===== src/rtl/half_mul_arbiter.sv =====
// ---------------------------------------------------------------------------
// half_mul_arbiter
//
// Shares one half-precision multiplier core among NREQ requesters.
// A round-robin arbiter picks one valid requester, registers its operands
// onto core_a/core_b, waits LAT cycles for the core, then captures the
// core's raw sign/exponent/normalised fraction. It returns them on a
// valid/ready response channel tagged with the requester index.
//
// Parameters
//   NREQ  number of requesters (2..8)
//   LAT   core latency in cycles, core_a/core_b stable -> core outputs valid (1..15)
//   IDW   requester id width, $clog2(NREQ) (local)
//
// Ports
//   clk, rst_n            clock (rising edge), async active-low reset
//   req_valid/req_ready   per-requester handshake; req_ready is one-hot or zero
//   req_a/req_b           packed operands, requester i at [16i+15:16i]
//   rsp_valid/rsp_ready   response handshake
//   rsp_id                index of the requester that owns the response
//   rsp_sign/exp/frac     captured core outputs, passed through bit-exact
//   core_a/core_b         registered operands driven to the core
//   core_sign/exp/frac    core outputs
//   busy                  high whenever the FSM is not idle
//   grant_cnt             per-requester 16-bit accepted-request counters,
//                         present only when HALF_MUL_ARB_STATS_EN is defined
//
// Build option
//   HALF_MUL_ARB_STATS_EN  adds the grant_cnt output and its counters
// ---------------------------------------------------------------------------
module half_mul_arbiter #(
  parameter  int NREQ = 4,
  parameter  int LAT  = 1,
  localparam int IDW  = $clog2(NREQ)
) (
  input  logic                clk,
  input  logic                rst_n,
  input  logic [NREQ-1:0]     req_valid,
  output logic [NREQ-1:0]     req_ready,
  input  logic [16*NREQ-1:0]  req_a,
  input  logic [16*NREQ-1:0]  req_b,
  output logic                rsp_valid,
  input  logic                rsp_ready,
  output logic [IDW-1:0]      rsp_id,
  output logic                rsp_sign,
  output logic [4:0]          rsp_exp,
  output logic [20:0]         rsp_frac,
  output logic [15:0]         core_a,
  output logic [15:0]         core_b,
  input  logic                core_sign,
  input  logic [4:0]          core_exp,
  input  logic [20:0]         core_frac,
  output logic                busy
`ifdef HALF_MUL_ARB_STATS_EN
  ,
  output logic [16*NREQ-1:0]  grant_cnt
`endif
);

  localparam int unsigned NREQ_U = NREQ;
  localparam logic [3:0]  LAT_W  = 4'(LAT);

  typedef enum logic [1:0] {
    S_IDLE,
    S_WAIT,
    S_RESP
  } state_t;

  // One extra bit so rr_ptr + offset can exceed NREQ-1 before wrapping.
  typedef logic [IDW:0] sum_t;

  state_t         state_q, state_d;
  logic [IDW-1:0] rr_ptr_q;
  logic [IDW-1:0] id_q;
  logic [3:0]     cnt_q;

  logic           gnt_found;
  logic [IDW-1:0] gnt_idx;
  logic [IDW-1:0] rr_next;
  sum_t           scan_sum;
  logic [15:0]    sel_a, sel_b;

  logic           fire;
  logic           capture;
  logic           retire;

  // -------------------------------------------------------------------------
  // Round-robin scan: first valid requester at or above rr_ptr, with wrap.
  // -------------------------------------------------------------------------
  always_comb begin
    gnt_found = 1'b0;
    gnt_idx   = '0;
    scan_sum  = '0;
    for (int unsigned k = 0; k < NREQ_U; k++) begin
      scan_sum = {1'b0, rr_ptr_q} + sum_t'(k);
      if (scan_sum >= sum_t'(NREQ_U)) begin
        scan_sum = scan_sum - sum_t'(NREQ_U);
      end
      if (!gnt_found && req_valid[scan_sum[IDW-1:0]]) begin
        gnt_found = 1'b1;
        gnt_idx   = scan_sum[IDW-1:0];
      end
    end
  end

  // Operand mux for the granted requester.
  always_comb begin
    sel_a = '0;
    sel_b = '0;
    for (int unsigned i = 0; i < NREQ_U; i++) begin
      if (gnt_idx == IDW'(i)) begin
        sel_a = req_a[16*i +: 16];
        sel_b = req_b[16*i +: 16];
      end
    end
  end

  assign rr_next = (gnt_idx == IDW'(NREQ - 1)) ? '0 : gnt_idx + IDW'(1);

  // -------------------------------------------------------------------------
  // FSM: state register
  // -------------------------------------------------------------------------
  always_ff @(posedge clk or negedge rst_n) begin
    if (!rst_n) begin
      state_q <= S_IDLE;
    end else begin
      state_q <= state_d;
    end
  end

  // -------------------------------------------------------------------------
  // FSM: next state and handshake outputs
  // req_ready is gated by rst_n so every output reads 0 while reset is held,
  // even if requesters keep req_valid asserted.
  // -------------------------------------------------------------------------
  always_comb begin
    state_d   = state_q;
    req_ready = '0;
    fire      = 1'b0;
    capture   = 1'b0;
    retire    = 1'b0;
    busy      = (state_q != S_IDLE);
    unique case (state_q)
      S_IDLE: begin
        if (gnt_found && rst_n) begin
          req_ready[gnt_idx] = 1'b1;
          fire               = 1'b1;
          state_d            = S_WAIT;
        end
      end
      S_WAIT: begin
        if (cnt_q == 4'd1) begin
          capture = 1'b1;
          state_d = S_RESP;
        end
      end
      S_RESP: begin
        if (rsp_valid && rsp_ready) begin
          retire  = 1'b1;
          state_d = S_IDLE;
        end
      end
      default: state_d = S_IDLE;
    endcase
  end

  // -------------------------------------------------------------------------
  // Datapath registers
  // -------------------------------------------------------------------------
  always_ff @(posedge clk or negedge rst_n) begin
    if (!rst_n) begin
      rr_ptr_q  <= '0;
      id_q      <= '0;
      cnt_q     <= '0;
      core_a    <= '0;
      core_b    <= '0;
      rsp_valid <= 1'b0;
      rsp_id    <= '0;
      rsp_sign  <= 1'b0;
      rsp_exp   <= '0;
      rsp_frac  <= '0;
    end else begin
      if (fire) begin
        core_a   <= sel_a;
        core_b   <= sel_b;
        id_q     <= gnt_idx;
        rr_ptr_q <= rr_next;
        cnt_q    <= LAT_W;
      end else if (state_q == S_WAIT) begin
        cnt_q <= cnt_q - 4'd1;
      end

      if (capture) begin
        rsp_valid <= 1'b1;
        rsp_id    <= id_q;
        rsp_sign  <= core_sign;
        rsp_exp   <= core_exp;
        rsp_frac  <= core_frac;
      end else if (retire) begin
        rsp_valid <= 1'b0;
      end
    end
  end

`ifdef HALF_MUL_ARB_STATS_EN
  // Per-requester accepted-request counters; wrap naturally at 16 bits.
  always_ff @(posedge clk or negedge rst_n) begin
    if (!rst_n) begin
      grant_cnt <= '0;
    end else if (fire) begin
      for (int unsigned i = 0; i < NREQ_U; i++) begin
        if (gnt_idx == IDW'(i)) begin
          grant_cnt[16*i +: 16] <= grant_cnt[16*i +: 16] + 16'd1;
        end
      end
    end
  end
`endif

  // -------------------------------------------------------------------------
  // Protocol properties
  // -------------------------------------------------------------------------
  a_ready_onehot0: assert property (@(posedge clk) disable iff (!rst_n)
    $onehot0(req_ready));

  a_rsp_stable: assert property (@(posedge clk) disable iff (!rst_n)
    (rsp_valid && !rsp_ready) |=>
      (rsp_valid && $stable({rsp_id, rsp_sign, rsp_exp, rsp_frac})));

endmodule

===== config.mk =====
export PLATFORM = sky130hd
export DESIGN_NAME = half_mul_arbiter
export DESIGN_NICKNAME = d
export VERILOG_FILES = /design/src/rtl/half_mul_arbiter.sv
export SDC_FILE = /design/constraint.sdc
export NUM_CORES = 1
export LEC_CHECK = 0
export CAP_MARGIN = 20
export CORE_MARGIN = 3
export CORE_UTILIZATION = 30
export CTS_BUF_LIST = sky130_fd_sc_hd__clkbuf_8
export DETAILED_ROUTE_END_ITERATION = 8
export MAX_ROUTING_LAYER = met4
export PLACE_DENSITY = 0.67
export SYNTH_ARGS = -nofsm -noshare
export SYNTH_HDL_FRONTEND = slang
export SYNTH_SLANG_ARGS = --single-unit

===== constraint.sdc =====
create_clock -name clk -period 4.4 [get_ports clk]
set_input_delay 0.44 -clock clk [delete_from_list [all_inputs] [get_ports clk]]
set_output_delay 0.44 -clock clk [all_outputs]
set_load 0.01 [all_outputs]

==> metrics <==
layout net count=771; Worst Setup End Kind=output port; Slew headroom=37.2%; total CTS buffers=9; Syn Inst Count=389; syn_area_per_cell=9.77 µm²; I/O Buffers=228; gr usage total=19.0%; sequential fraction of the synthesis area=47.4%; Final setup viols=0; die area=14,000 µm²; commonest non-fill, non-tap cell in the layout=clkdlybuf4s50_1; Post-CTS Setup Bufs=0; # diodes=0; gr ovfl total=0; asr flop ratio synth=100%; global-route wire length before repair=21.0 mm; Primary FF master, synth=dfrtp_1; post-cts resize count=0; Pwr Density=617 nW/µm²; vias in the first global route=3,968; DRC=0; most frequent cells in the layout=227 x clkdlybuf4s50_1, 72 x dfrtp_1, 66 x a21oi_1, 38 x inv_1, 36 x nor2_1; clk_lat worst skew=0.34 ns; # IOs=229; largest net degree at the start of global routing=74; period utilization=74.2%; WP data arrival=2.83 ns; Die Width=119 µm; clk buf depth=2; clk root buf=clkbuf_8; syn nets=557; critical path class=in2out; Synth Register Bits=72; minimum clock period=3.27 ns; share of cells above drive strength 1=9.87%; CP Max Fanout=34; ANT nets after route=0; max cap viols=0; WP data required=3.96 ns; vias per std cell=4.90; Final Skew=0.00551 ns; final core occ=52.2%; CP Launch Type=primary input; Max Freq=306 MHz; Worst VDD drop=0.325 mV; status=complete, no violations; CTS tree=done; number of synthesized flops with an enable pin=0; Min-Delay Path Class=in2async; HPWL after detailed placement=9.58 mm; Synth warnings=0; RSZ-0062 raised after global routing=false; DR pass1 iterations=4; Placer Congestion=0.824; 1st-iter DRT viols=180; row cnt=40; initial antenna violation count=0; CTS Sinks=72; Worst-Margin Slew=0.942 ns; initial core utilization=31.1%; clock slew at reported path FFs=0.08 ns; post-DR wirelength/cell=16.8 µm; CTS hold repair buffers=0; via count=3,803; Area Overhead vs Synth=67.8%; total wire length=13.0 mm; Fin. Hold Viols=0; Yosys cell types=33; H-tree Lvls=3; Mapped Area=3800 µm²; Chip Height=119 µm; Leak Pwr=2.70 nW; setup TNS=0 ns; core area=12,200 µm²; Slew Limit Fails=0
[registers in the layout, summed over array words and instances, names as in the netlist]
signal	flops
rsp_id	2
rr_ptr_q	2
core_a	16
rsp_exp	5
cnt_q	4
core_b	16
state_q	2
rsp_valid	1
id_q	2
rsp_frac	21
rsp_sign	1
[cell usage after synthesis (all sizes together) (6+ instances only)]
library cell | count | area share (%)
dfrtp | 72 | 47
a211o | 31 | 7.1
buf | 11 | 1.7
a221oi | 31 | 7.1
nand2 | 15 | 1.5
nor2 | 36 | 3.6
inv | 37 | 3.7
mux2 | 31 | 9.3
clkbuf | 20 | 2.0
ha | 6 | 2.0
nor2b | 6 | 0.99
a21oi | 66 | 8.7
[per-stage QoR]
step | total power (W) | std cells | cell area [µm²] | hold WS, ns | worst slack, ns
after detailed placement | 0.00350 | 760 | 6200 | 0.473 | 1.11
after global placement | 0.00346 | 760 | 6200 | 0.474 | 1.19
after global routing | 0.00425 | 776 | 6370 | 0.436 | 0.874
after floorplan | 0.00245 | 389 | 3800 | 0.144 | 2.06
after CTS | 0.00399 | 776 | 6370 | 0.394 | 1.10
final | 0.00393 | 776 | 6370 | 0.368 | 1.13
[worst paths after layout]
path	from	endpoint	slack [ns]	cells after the start
setup / recovery	req_valid[2]	req_ready[1]	1.13	9
hold reg to reg	id_q[0]	id_q[0]	0.49	2
min in group clk	id_q[0]	id_q[0]	0.49	2
setup reg to reg	rr_ptr_q[0]	core_a[9]	1.84	8
max in group asynchronous	rst_n	core_b[11]	3.43	2
hold / removal	rst_n	cnt_q[3]	0.37	2
[routing by layer]
| layer | share of wire (%) | GRT usage, % |
|---|---|---|
| met5 | 0 | - |
| met2 | 50 | 31.8 |
| met3 | 5.9 | 4.59 |
| met1 | 43 | 22.8 |
| met4 | 1.2 | 5.36 |
[cell type report]
cell class                      count  area [µm²]
Clock buffer                        9         124
Fill cell                        1179        5840
Sequential cell                    72        1800
Inverter                           37         139
Timing Repair Buffer              234        2320
Multi-Input combinational cell    249        1720
Tap cell                          168         210
Clock inverter                      7        48.8
[worst max-delay path, cell delays in order]
cell             delay, ns
clkdlybuf4s50_1       0.43
nor2b_1               0.16
nor3b_1               0.22
o22ai_1               0.20
inv_1                 0.12
ha_1                  0.19
buf_4                 0.34
and2_1                0.18
clkdlybuf4s50_1       0.53
[report_power, final]
| part | total, W | leakage, nW | internal, W | switching (W) |
|---|---|---|---|---|
| Combinational | 0.00228 | 1.78 | 0.00124 | 0.00104 |
| Sequential | 0.00119 | 0.833 | 0.00100 | 0.000193 |
| Clock | 0.000465 | 0.0830 | 0.000204 | 0.000260 |
[cell families (layout without fill, tap and decap cells)]
kind of cell               Yosys count  count (layout)  synth area share (%)
AOI/OAI and AO/OA                  141             141                  25.2
adders and majority gates            6               6                  1.98
muxes                               31              31                  9.29
buffers and inverters               68             287                  7.38
and+or+nand+nor                     71              71                  8.73
DFF                                 72              72                  47.4
Note: power is estimated with default switching activity, not from simulation.
==> RTL edit, RTL diff (config.mk and constraints unchanged) <==
The parameter `NREQ` goes from 4 to 2.
--- a/src/rtl/half_mul_arbiter.sv
+++ b/src/rtl/half_mul_arbiter.sv
@@ -29,7 +29,7 @@
 //   HALF_MUL_ARB_STATS_EN  adds the grant_cnt output and its counters
 // ---------------------------------------------------------------------------
 module half_mul_arbiter #(
-  parameter  int NREQ = 4,
+  parameter  int NREQ = 2,
   parameter  int LAT  = 1,
   localparam int IDW  = $clog2(NREQ)
 ) (
Ports: changed (5 resized); port bits go from 229 to 160. The function was not compared with the original's and may differ.
==> RTL edit against the original RTL <==
- via count shrank 32%
- largest cell class is now sequential cells
- combinational power decreased by 36%
- critical path depth decreased by 6
- worst setup slack gained 0.38 ns
- power fell by 22%
- design area shrank 23%
- global-route usage shrank 3.2 points
- first-iteration DRC count down 22%
- routed wire length decreased by 33%
- core utilization is 2.5 points lower
- register-to-register slack better by 0.70 ns
- synthesized area decreased by 19%
- clock skew increased by 0.0074 ns
- sequential cell count shrank 3
==> RTL edit: results (changes against the original RTL) <==
stage;metric;value;unit;change
outcome;status;finished clean;;
cells_and_area;num-fill-cells;895;;-24%
synthesis;synth_nets;353;;-37%
global_routing;antenna_found_initial;0;;unchanged
synthesis;netlist_area;0.00307;mm²;-19%
synthesis;yosysUniqueCellTypes;29;;-12%
drt;drt_iter0_markers;140;;-22%
hold_path;hold_depth;2;;
synthesis;synthTopCellsByCount;69 x dfrtp_1, 40 x nand2_1, 33 x nor3_1, 32 x a221o_1, 27 x mux2_2;;
clocking;clkTransAtPathRegs;0.07;ns;
power_and_ir_drop;vdd_drop_max;313;µV;-3.8%
timing;maxSlewHeadroom;36.1;%;-1.1 points
timing;fin_worst_skew;0.0129;ns;+0.00737 ns
placement;dpl.cell_count;530;;-30%
power_and_ir_drop;p_seq_share;36.6;%;+6.3 points
clocking;clkLatencyLatePin;0.33;ns;
global_routing;grt_pass1_vias;2704;;-32%
global_routing;grt_max_degree;57;;-23%
power_and_ir_drop;p_leak;2.04;nW;-24%
synthesis;synth_cells;255;;-34%
power_and_ir_drop;p_switching;0.000983;W;-34%
cells_and_area;top_regs;rsp_frac (21), core_a (16), core_b (16);;
drt;routed_wl;8780;µm;-33%
setup_path;cp_max_fo;28;;-18%
placement;io_buffers;159;;-30%
drt;vias_per_cell;4.74;;-3.3%
clocking;cts-buffers-inserted;9;;unchanged
clocking;h-tree-depth;3;;unchanged
cells_and_area;nets;507;;-34%
drt;drt_pass1_iterations;6;;+2
hold_path;hold_class;register to register;;
setup_path;ff2ff_path_depth;4;;-4
clocking;cts.repair.resized;0;;unchanged
global_routing;grt_pass1_wl;14000;µm;-33%
cells_and_area;largest-register;rsp_frac;;
synthesis;synthFlopType;dfrtp_1;;
synthesis;seq_area_frac_synth;56.3;%;+8.8 points
clocking;clock_path_buffers;2;;unchanged
drt;wl_per_cell;16.0;µm;-4.4%
placement;dpl.hpwl;6290;µm;-34%
synthesis;async_flop_share;100;%;unchanged
synthesis;netlist_top_cells_area;dfrtp_1 56%, a221o_1 10%, mux2_2 9.9%;;
flow_run;maxCapViolations;0;;unchanged
cells_and_area;antennaDiodeCount;0;;unchanged
setup_path;cp.arrival;2.44;ns;-0.39 ns
synthesis;yosysWarnings;0;;unchanged
global_routing;track_usage;15.8;%;-3.2 points
cells_and_area;drive_gt1_share;13.0;%;+3.2 points
power_and_ir_drop;pwr-share-clk;16.2;%;+4.4 points
clocking;clock-root-buffer;clkbuf_8;;
placement;routabilityCongestion;0.799;;-3.1%
RTL edit: cell count changes after synthesis, moves of 4 or more:
| cell | change |
|---|---|
| and2_1 | -4 |
| clkbuf_1 | -14 |
| nand2_1 | +25 |
| nor2_1 | -33 |
| ha_1 | -4 |
| a211o_1 | -31 |
| a21oi_1 | -64 |
| nor3_1 | +31 |
| a221oi_1 | -31 |
| o21ai_0 | -4 |
| nor2b_1 | -5 |
| buf_6 | +5 |
| a221o_1 | +32 |
| inv_1 | -33 |
RTL edit: worst max-delay path: stages:
cell	delay [ns]
clkdlybuf4s50_1	1.10
nor3b_2	0.32
clkdlybuf4s50_1	0.57
RTL edit: stage by stage:
stage / area (µm²) / utilization, % / setup WS, ns / power [W]
5_1_grt: 4900 / 49.7 / 1.33 / 0.00328
2_1_floorplan: 3070 / - / 2.66 / 0.00185
4_1_cts: 4900 / 49.7 / 1.52 / 0.00313
3_3_place_gp: 4700 / 47.6 / 1.54 / 0.00257
3_5_place_dp: 4700 / 47.6 / 1.54 / 0.00261
6_report: 4900 / 49.7 / 1.52 / 0.00309
RTL edit: repair_timing:
action,4_1_cts,5_1_grt
hold buffers,1,0
setup buffers,0,0
hold endpoints to repair,13,0
RTL edit: metal layers:
layer	vias up	global-route usage, %	wire length [µm]
met5	-	-	0
met4	0	3.01	40
met3	2	3.73	518
met2	99	25.3	4310
met1	1260	20.6	3910
li1	1230	-	-
RTL edit: logic make-up after synthesis:
family	synth area share, %
xor gates and xnor gates	0.856
buffers and inverters	6.36
muxes	10.4
DFF	56.3
AOI/OAI and AO/OA	11.5
and+or+nand+nor	13.8
adders and majority gates	0.815
RTL edit: cell type report:
class | count | area [µm²] | share of cell area (%)
clock buffer | 10 | 138 | 2.81
inverter | 4 | 15.0 | 0.307
sequential | 69 | 1730 | 35.2
tap | 133 | 166 | 3.40
multi-input combinational | 159 | 1150 | 23.6
clock inverter | 6 | 55.1 | 1.12
timing repair buffer | 166 | 1640 | 33.6
RTL edit: worst paths after layout:
path                                        start                      to  slack (ns)
max reg2reg                state_q[0]$_DFFE_PN0P_  core_b[14]$_DFFE_PN0N_        2.54
max                                  req_valid[1]            req_ready[1]        1.52
min                         rsp_valid$_DFFE_PN0P_   rsp_valid$_DFFE_PN0P_        0.50
min reg2reg                 rsp_valid$_DFFE_PN0P_   rsp_valid$_DFFE_PN0P_        0.50
min in group asynchronous                   rst_n  core_a[11]$_DFFE_PN0N_        0.53
max in group asynchronous                   rst_n  state_q[1]$_DFFE_PN0P_        2.93
